===== src/rtl/fifo_pkg.sv =====
// fifo_pkg: shared definitions for the per-port FIFO used around the 4-port
// routing arbiter.
//   DATA_W_DEF        default word width (10 bits)
//   DEST_MSB/DEST_LSB destination field position within a word ([9:8])
//   word_t            one stored word (destination + 8-bit payload)
//   cnt_w(depth)      width of an occupancy counter able to hold 0..depth
package fifo_pkg;

    localparam int DATA_W_DEF = 10;
    localparam int DEST_MSB   = 9;
    localparam int DEST_LSB   = 8;

    typedef logic [DATA_W_DEF-1:0] word_t;

    // One extra bit over the address width so that "completely full" (count ==
    // depth) is representable alongside "empty" (count == 0).
    function automatic int cnt_w(input int depth);
        return $clog2(depth) + 1;
    endfunction

endpackage


===== src/rtl/fifo_flags_if.sv =====
// fifo_flags_if: producer/consumer side of one FIFO instance.
//   master modport : the arbiter / producer side (drives push, data_in, pop)
//   slave modport  : the FIFO itself (drives data_out and all flags)
// Handshake: a word is written on a rising edge where push is high and the
// FIFO is not full (or is full but a pop is accepted on the same edge); a
// word is read on a rising edge where pop is high and the FIFO is not empty,
// and appears on data_out after that edge. The flags are the "ready" side:
// the producer is expected to watch almost_full / full, the consumer empty.
interface fifo_flags_if
    import fifo_pkg::*;
#(
    parameter int DATA_W = DATA_W_DEF,
    parameter int DEPTH  = 8
) ();

    localparam int CW = cnt_w(DEPTH);

    logic              push;
    logic [DATA_W-1:0] data_in;
    logic              pop;
    logic [DATA_W-1:0] data_out;
    logic              empty;
    logic              full;
    logic              almost_full;
    logic              almost_empty;
    logic [CW-1:0]     count;

    modport master (
        output push, data_in, pop,
        input  data_out, empty, full, almost_full, almost_empty, count
    );

    modport slave (
        input  push, data_in, pop,
        output data_out, empty, full, almost_full, almost_empty, count
    );

endinterface


===== src/rtl/fifo_mem_2p.sv =====
// fifo_mem_2p: DEPTH x DATA_W storage with one write port and one registered
// read port.
//   clk, rst           clock, asynchronous active-low reset (read register only)
//   wr_en/wr_addr/wr_data   write port, written on the rising edge
//   rd_en/rd_addr      read request; rd_data updates on the rising edge
//   rd_data            registered read data, holds when rd_en is low
// The array itself is never reset. A read and write to the same address on the
// same edge returns the old contents, which is what a full FIFO doing a
// simultaneous push/pop needs (the oldest word leaves, the new one replaces it).
module fifo_mem_2p
    import fifo_pkg::*;
#(
    parameter int DATA_W = DATA_W_DEF,
    parameter int DEPTH  = 8,
    parameter int AW     = $clog2(DEPTH)
) (
    input  logic              clk,
    input  logic              rst,
    input  logic              wr_en,
    input  logic [AW-1:0]     wr_addr,
    input  logic [DATA_W-1:0] wr_data,
    input  logic              rd_en,
    input  logic [AW-1:0]     rd_addr,
    output logic [DATA_W-1:0] rd_data
);

    logic [DATA_W-1:0] mem [DEPTH];

    always_ff @(posedge clk) begin
        if (wr_en) begin
            mem[wr_addr] <= wr_data;
        end
    end

    always_ff @(posedge clk or negedge rst) begin
        if (!rst) begin
            rd_data <= '0;
        end else if (rd_en) begin
            rd_data <= mem[rd_addr];
        end
    end

endmodule


===== src/rtl/fifo_flags.sv =====
// fifo_flags: synchronous FIFO with occupancy flags, one per arbiter port.
//   clk            rising-edge clock
//   rst            asynchronous active-low reset, released synchronously
//   bus (slave)    push/data_in/pop in; data_out/empty/full/almost_full/
//                  almost_empty/count out (see fifo_flags_if)
//   err_overflow   (FIFO_ERR_EN only) sticky: a push was dropped while full
//   err_underflow  (FIFO_ERR_EN only) sticky: a pop arrived while empty
// Build option: define FIFO_ERR_EN to add the two sticky error outputs.
// Occupancy is kept in its own counter rather than derived from the pointers,
// and every flag is a decode of that registered counter, so nothing on the
// push/pop inputs reaches a flag combinationally.
// ALM_FULL_LVL should leave at least 3 free entries when the producer is the
// arbiter's pop-to-push pipeline (use DEPTH-3 there); the default of 6 of 8
// only suits producers that stop within 2 cycles.
module fifo_flags
    import fifo_pkg::*;
#(
    parameter int DATA_W        = DATA_W_DEF,
    parameter int DEPTH         = 8,
    parameter int ALM_FULL_LVL  = 6,
    parameter int ALM_EMPTY_LVL = 1
) (
    input  logic           clk,
    input  logic           rst,
    fifo_flags_if.slave    bus
`ifdef FIFO_ERR_EN
    ,
    output logic           err_overflow,
    output logic           err_underflow
`endif
);

    localparam int AW = $clog2(DEPTH);
    localparam int CW = cnt_w(DEPTH);

    localparam logic [CW-1:0] CNT_FULL  = CW'(DEPTH);
    localparam logic [CW-1:0] CNT_AFULL = CW'(ALM_FULL_LVL);
    localparam logic [CW-1:0] CNT_AEMPT = CW'(ALM_EMPTY_LVL);

    logic [AW-1:0] wr_ptr;
    logic [AW-1:0] rd_ptr;
    logic [CW-1:0] count_q;
    logic          is_empty;
    logic          is_full;
    logic          pop_acc;
    logic          push_acc;

    assign is_empty = (count_q == '0);
    assign is_full  = (count_q == CNT_FULL);

    // A pop on an empty FIFO is never accepted, even with a same-cycle push:
    // there is no fall-through path from data_in to data_out.
    assign pop_acc  = bus.pop & ~is_empty;
    // When full, a push still fits if the same edge frees a slot.
    assign push_acc = bus.push & (~is_full | pop_acc);

    always_ff @(posedge clk or negedge rst) begin
        if (!rst) begin
            wr_ptr  <= '0;
            rd_ptr  <= '0;
            count_q <= '0;
        end else begin
            if (push_acc) begin
                wr_ptr <= wr_ptr + AW'(1);
            end
            if (pop_acc) begin
                rd_ptr <= rd_ptr + AW'(1);
            end
            case ({push_acc, pop_acc})
                2'b10:   count_q <= count_q + CW'(1);
                2'b01:   count_q <= count_q - CW'(1);
                default: count_q <= count_q;
            endcase
        end
    end

    fifo_mem_2p #(
        .DATA_W (DATA_W),
        .DEPTH  (DEPTH),
        .AW     (AW)
    ) u_mem (
        .clk     (clk),
        .rst     (rst),
        .wr_en   (push_acc),
        .wr_addr (wr_ptr),
        .wr_data (bus.data_in),
        .rd_en   (pop_acc),
        .rd_addr (rd_ptr),
        .rd_data (bus.data_out)
    );

    assign bus.count        = count_q;
    assign bus.empty        = is_empty;
    assign bus.full         = is_full;
    assign bus.almost_full  = (count_q >= CNT_AFULL);
    assign bus.almost_empty = (count_q <= CNT_AEMPT);

`ifdef FIFO_ERR_EN
    always_ff @(posedge clk or negedge rst) begin
        if (!rst) begin
            err_overflow  <= 1'b0;
            err_underflow <= 1'b0;
        end else begin
            if (bus.push & ~push_acc) begin
                err_overflow <= 1'b1;
            end
            if (bus.pop & is_empty) begin
                err_underflow <= 1'b1;
            end
        end
    end
`endif

endmodule


===== src/flat_wrapper.sv =====
// flat-port wrapper written by rule: the top's interface ports become plain ports
module fifo_flags_flat import fifo_pkg::*;
#(
    parameter int DATA_W        = DATA_W_DEF,
    parameter int DEPTH         = 8,
    parameter int ALM_FULL_LVL  = 6,
    parameter int ALM_EMPTY_LVL = 1
)
  (clk, rst, bus_push, bus_data_in, bus_pop, bus_data_out, bus_empty, bus_full, bus_almost_full, bus_almost_empty, bus_count);
  fifo_flags_if #(.DATA_W(DATA_W), .DEPTH(DEPTH)) bus_i ();
  input  logic clk;
  input  logic rst;
  input wire logic [$bits(bus_i.push)-1:0] bus_push;
  input wire logic [$bits(bus_i.data_in)-1:0] bus_data_in;
  input wire logic [$bits(bus_i.pop)-1:0] bus_pop;
  output wire logic [$bits(bus_i.data_out)-1:0] bus_data_out;
  output wire logic [$bits(bus_i.empty)-1:0] bus_empty;
  output wire logic [$bits(bus_i.full)-1:0] bus_full;
  output wire logic [$bits(bus_i.almost_full)-1:0] bus_almost_full;
  output wire logic [$bits(bus_i.almost_empty)-1:0] bus_almost_empty;
  output wire logic [$bits(bus_i.count)-1:0] bus_count;
  assign bus_i.push = bus_push;
  assign bus_i.data_in = bus_data_in;
  assign bus_i.pop = bus_pop;
  assign bus_data_out = bus_i.data_out;
  assign bus_empty = bus_i.empty;
  assign bus_full = bus_i.full;
  assign bus_almost_full = bus_i.almost_full;
  assign bus_almost_empty = bus_i.almost_empty;
  assign bus_count = bus_i.count;
  fifo_flags #(.DATA_W(DATA_W), .DEPTH(DEPTH), .ALM_FULL_LVL(ALM_FULL_LVL), .ALM_EMPTY_LVL(ALM_EMPTY_LVL)) u_core (.clk(clk), .rst(rst), .bus(bus_i));
endmodule

===== config.mk =====
export PLATFORM = sky130hd
export DESIGN_NAME = fifo_flags_flat
export DESIGN_NICKNAME = d
export VERILOG_FILES = /design/src/rtl/fifo_pkg.sv /design/src/rtl/fifo_flags_if.sv /design/src/rtl/fifo_mem_2p.sv /design/src/rtl/fifo_flags.sv /design/src/flat_wrapper.sv
export SDC_FILE = /design/constraint.sdc
export NUM_CORES = 1
export LEC_CHECK = 0
export ABC_CLOCK_PERIOD_IN_PS = 3200
export BUFFER_PORTS_ARGS = -buffer_cell sky130_fd_sc_hd__buf_2
export CORE_UTILIZATION = 40
export CTS_CLUSTER_SIZE = 8
export DETAILED_ROUTE_END_ITERATION = 8
export RECOVER_POWER = 50
export SLEW_MARGIN = 25
export SYNTH_ARGS = -nofsm -noshare
export SYNTH_HDL_FRONTEND = slang
export SYNTH_SLANG_ARGS = --single-unit

===== constraint.sdc =====
create_clock -name clk -period 3.2 [get_ports clk]
set_input_delay 0 -clock clk [delete_from_list [all_inputs] [get_ports clk]]
set_output_delay 0 -clock clk [all_outputs]
set_load 0.05 [all_outputs]

==> results.toml <==
[status]
status = "finished, final reports clean"

[sta]
setup_ws_ns = 0.700
finalMaxSlewViolations = 0
period_minus_slack_ns = 2.50
fmax_mhz = 400
setup_viol = 0
rsz0062_at_grt = "no"
fin_skew_ns = 0.0137
worstMarginPinSlew_ns = 1.20
setup_tns_ns = 0
hold_viol = 0
fin_crit_sh = 0.781
relSlewSlack = 0.202
fin_hold_ws_ns = 0.0387

[logic_synthesis]
yosys.area.top_type = "edfxtp_1"
synth_seq_cells = 100
synth_top_area_share = 0.585
ys_warn_count = 0
syn_area_mm2 = 0.00411
syn_nets = 289
synth_area_per_cell_um2 = 15.3
syn_inst = 269
yosysSeqAreaShare = 0.707
ys_top_cells_by_area = "edfxtp_1 59%, dfrtp_1 12%, mux2i_1 9.8%, a22oi_1 3.8%, nand2_1 2.5%"
ys_types = 35

[cts]
numCtsBuffers = 9
clk_path_buf_depth = 2
htreeDepth = 3
ctsResizeCount = 0
clk_pin_slew_ns = 0.10
insertion_delay_ns = 0.35
cts-root-buf = "clkbuf_8"
cts_tree = "yes"
cts.sinks = 100
cts_setup_buffers = 0
cts_hold_buffers = 12

[final_layout]
syn_to_final_growth_pct = 14.7
diodes = 0
nFillCells = 876
final_layout_size_suffix_gt1_frac = 0.127
fin_nets = 339
multi_input_area_mm2 = 0.00111
area.sequential_mm2 = 0.00290
layout.cells.most_common = "edfxtp_1"
mostFrequentLayoutCells = "80 x edfxtp_1, 40 x mux2i_1, 27 x nand2_1, 21 x a22oi_1, 20 x clkbuf_1"
final_area_mm2 = 0.00471
fin_cells = 457

[worst_setup_path]
startpoint_type = "flip-flop"
startpoint = "u_core.bus.count[0]"
path_class = "flip-flop to flip-flop"
cp_data_arrival_time_ns = 2.48
regToRegSetupSlack_ns = 0.70
rr_startpoint = "u_core.bus.count[0]"
crit_required_ns = 3.18
critPathMaxFanout = 10
max_stage_delay_ns = 0.68
rr_worst_depth = 6
r2r-end = "u_core.u_mem.mem[7][9]"
cp-endpoint = "u_core.u_mem.mem[7][9]"
crit_slowest_cell = "nor2_1"
path_cells = "inv_1, ha_1, nand3b_1, o21a_1, nand2_1, nor2_1"
endpoint_kind = "flip-flop"

[run]
cap_viol_max_count = 0

[drt]
post_drt_wl_per_cell_um = 18.1
drtPass1Iterations = 4
drc = 0
drt_iter0_drc = 108
wl_um = 8280
drt-vias-per-instance = 5.06
dr_total_vias = 2312
drt.antenna.violating_nets = 0

[power]
power_density_mw_per_mm2 = 927
leakagePower_uw = 0.00178
ir_worst_vdd_mv = 0.392

[global_route]
grt_max_degree = 21
grt_pass1_wl_um = 12400
grt_overflow_total = 0
antenna_found_initial = 0
first_global_vias = 2266
grtUsageTotal = 0.168

[floorplanning]
num_rows = 36
io_pins = 32
start_util = 0.416
dieArea_mm2 = 0.0107
coreArea_mm2 = 0.00986
die_x_um = 103
die_h_um = 103

[placed_design]
place_ws_ns = 0.694
io_buffers = 31
place_inst = 429
dpl-instance-area_mm2 = 0.00441
place.detailed.hpwl_um = 5720
gp_congestion = 0.741

[min_path]
hold_class = "primary input to flip-flop"
[power breakdown]
group          switching, µW  total [µW]  internal [µW]
Sequential               226        1920           1700
Clock                    434         807            372
Combinational           1090        1630            540
[worst min path at each step]
stage	from	to	slack, ns	depth (start not counted)
6_report	bus_push	u_core.bus.count[2]	0.04	3
5_1_grt	bus_push	u_core.bus.count[2]	0.05	3
4_1_cts	bus_push	u_core.bus.count[2]	0.03	3
3_5_place_dp	rst	u_core.bus.count[3]	0.007	1
3_3_place_gp	rst	u_core.bus.count[3]	0.003	1
2_1_floorplan	rst	u_core.bus.count[0]	-0.30	0
[metrics by stage]
step                      power [µW]  utilization
after floorplan                 3190            -
after global placement          3580        0.447
after detailed placement        3610        0.447
after CTS                       4420        0.480
after global routing            4620        0.477
final                           4360        0.477
[state kept, by name (all words and copies together) (netlist names)]
register,count
u_core.rd_ptr,3
u_core.bus.count,4
u_core.wr_ptr,3
u_core.u_mem.mem,80
u_core.u_mem.rd_data,10
[layer usage]
layer	global-route usage	vias to the layer above	part of all wire	wire, µm
li1	-	1101	-	-
met4	0.0423	0	0.0081	67
met1	0.219	1149	0.42	3510
met5	0	-	0	0
met3	0.0343	5	0.063	520
met2	0.289	57	0.50	4180
[Yosys cell counts, drive strengths merged]
master / number
mux2i: 40
ha: 6
nand4: 1
nand3: 12
dfrtp: 20
and2b: 1
and2: 2
o211ai: 1
nor2: 9
inv: 5
xor2: 3
or3b: 1
a211oi: 1
nor2b: 3
edfxtp: 80
a22oi: 21
and4: 1
mux2: 1
nand2: 29
o21ai: 3
nand2b: 5
nand3b: 2
xnor2: 4
o21a: 1
a221oi: 1
a21boi: 1
nor3: 4
buf: 11
[area by class of cell]
class | instances | share of cell area
sequential | 100 | 0.617
multi-input combinational | 153 | 0.236
timing repair buffer | 50 | 0.0643
tap | 133 | 0.0354
clock buffer | 9 | 0.0263
clock inverter | 7 | 0.0173
inverter | 5 | 0.00399
[cells by family after synthesis]
group	Yosys count	share of synthesized area
simple gates	70	0.0844
buf+inv	16	0.0226
xor+xnor	7	0.0149
flops	100	0.707
fa+ha+maj	6	0.0183
mux	41	0.101
compound gates	29	0.0515
[worst max-delay path: cells and delay by family (launching register included)]
family / cells / cell delay, ns
adders and majority gates: 1 / 0.28
AOI/OAI and AO/OA: 1 / 0.28
buffers and inverters: 1 / 0.11
DFF: 1 / 0.48
and+or+nand+nor: 3 / 1.00
No activity file was read; power rests on OpenSTA's default activity.
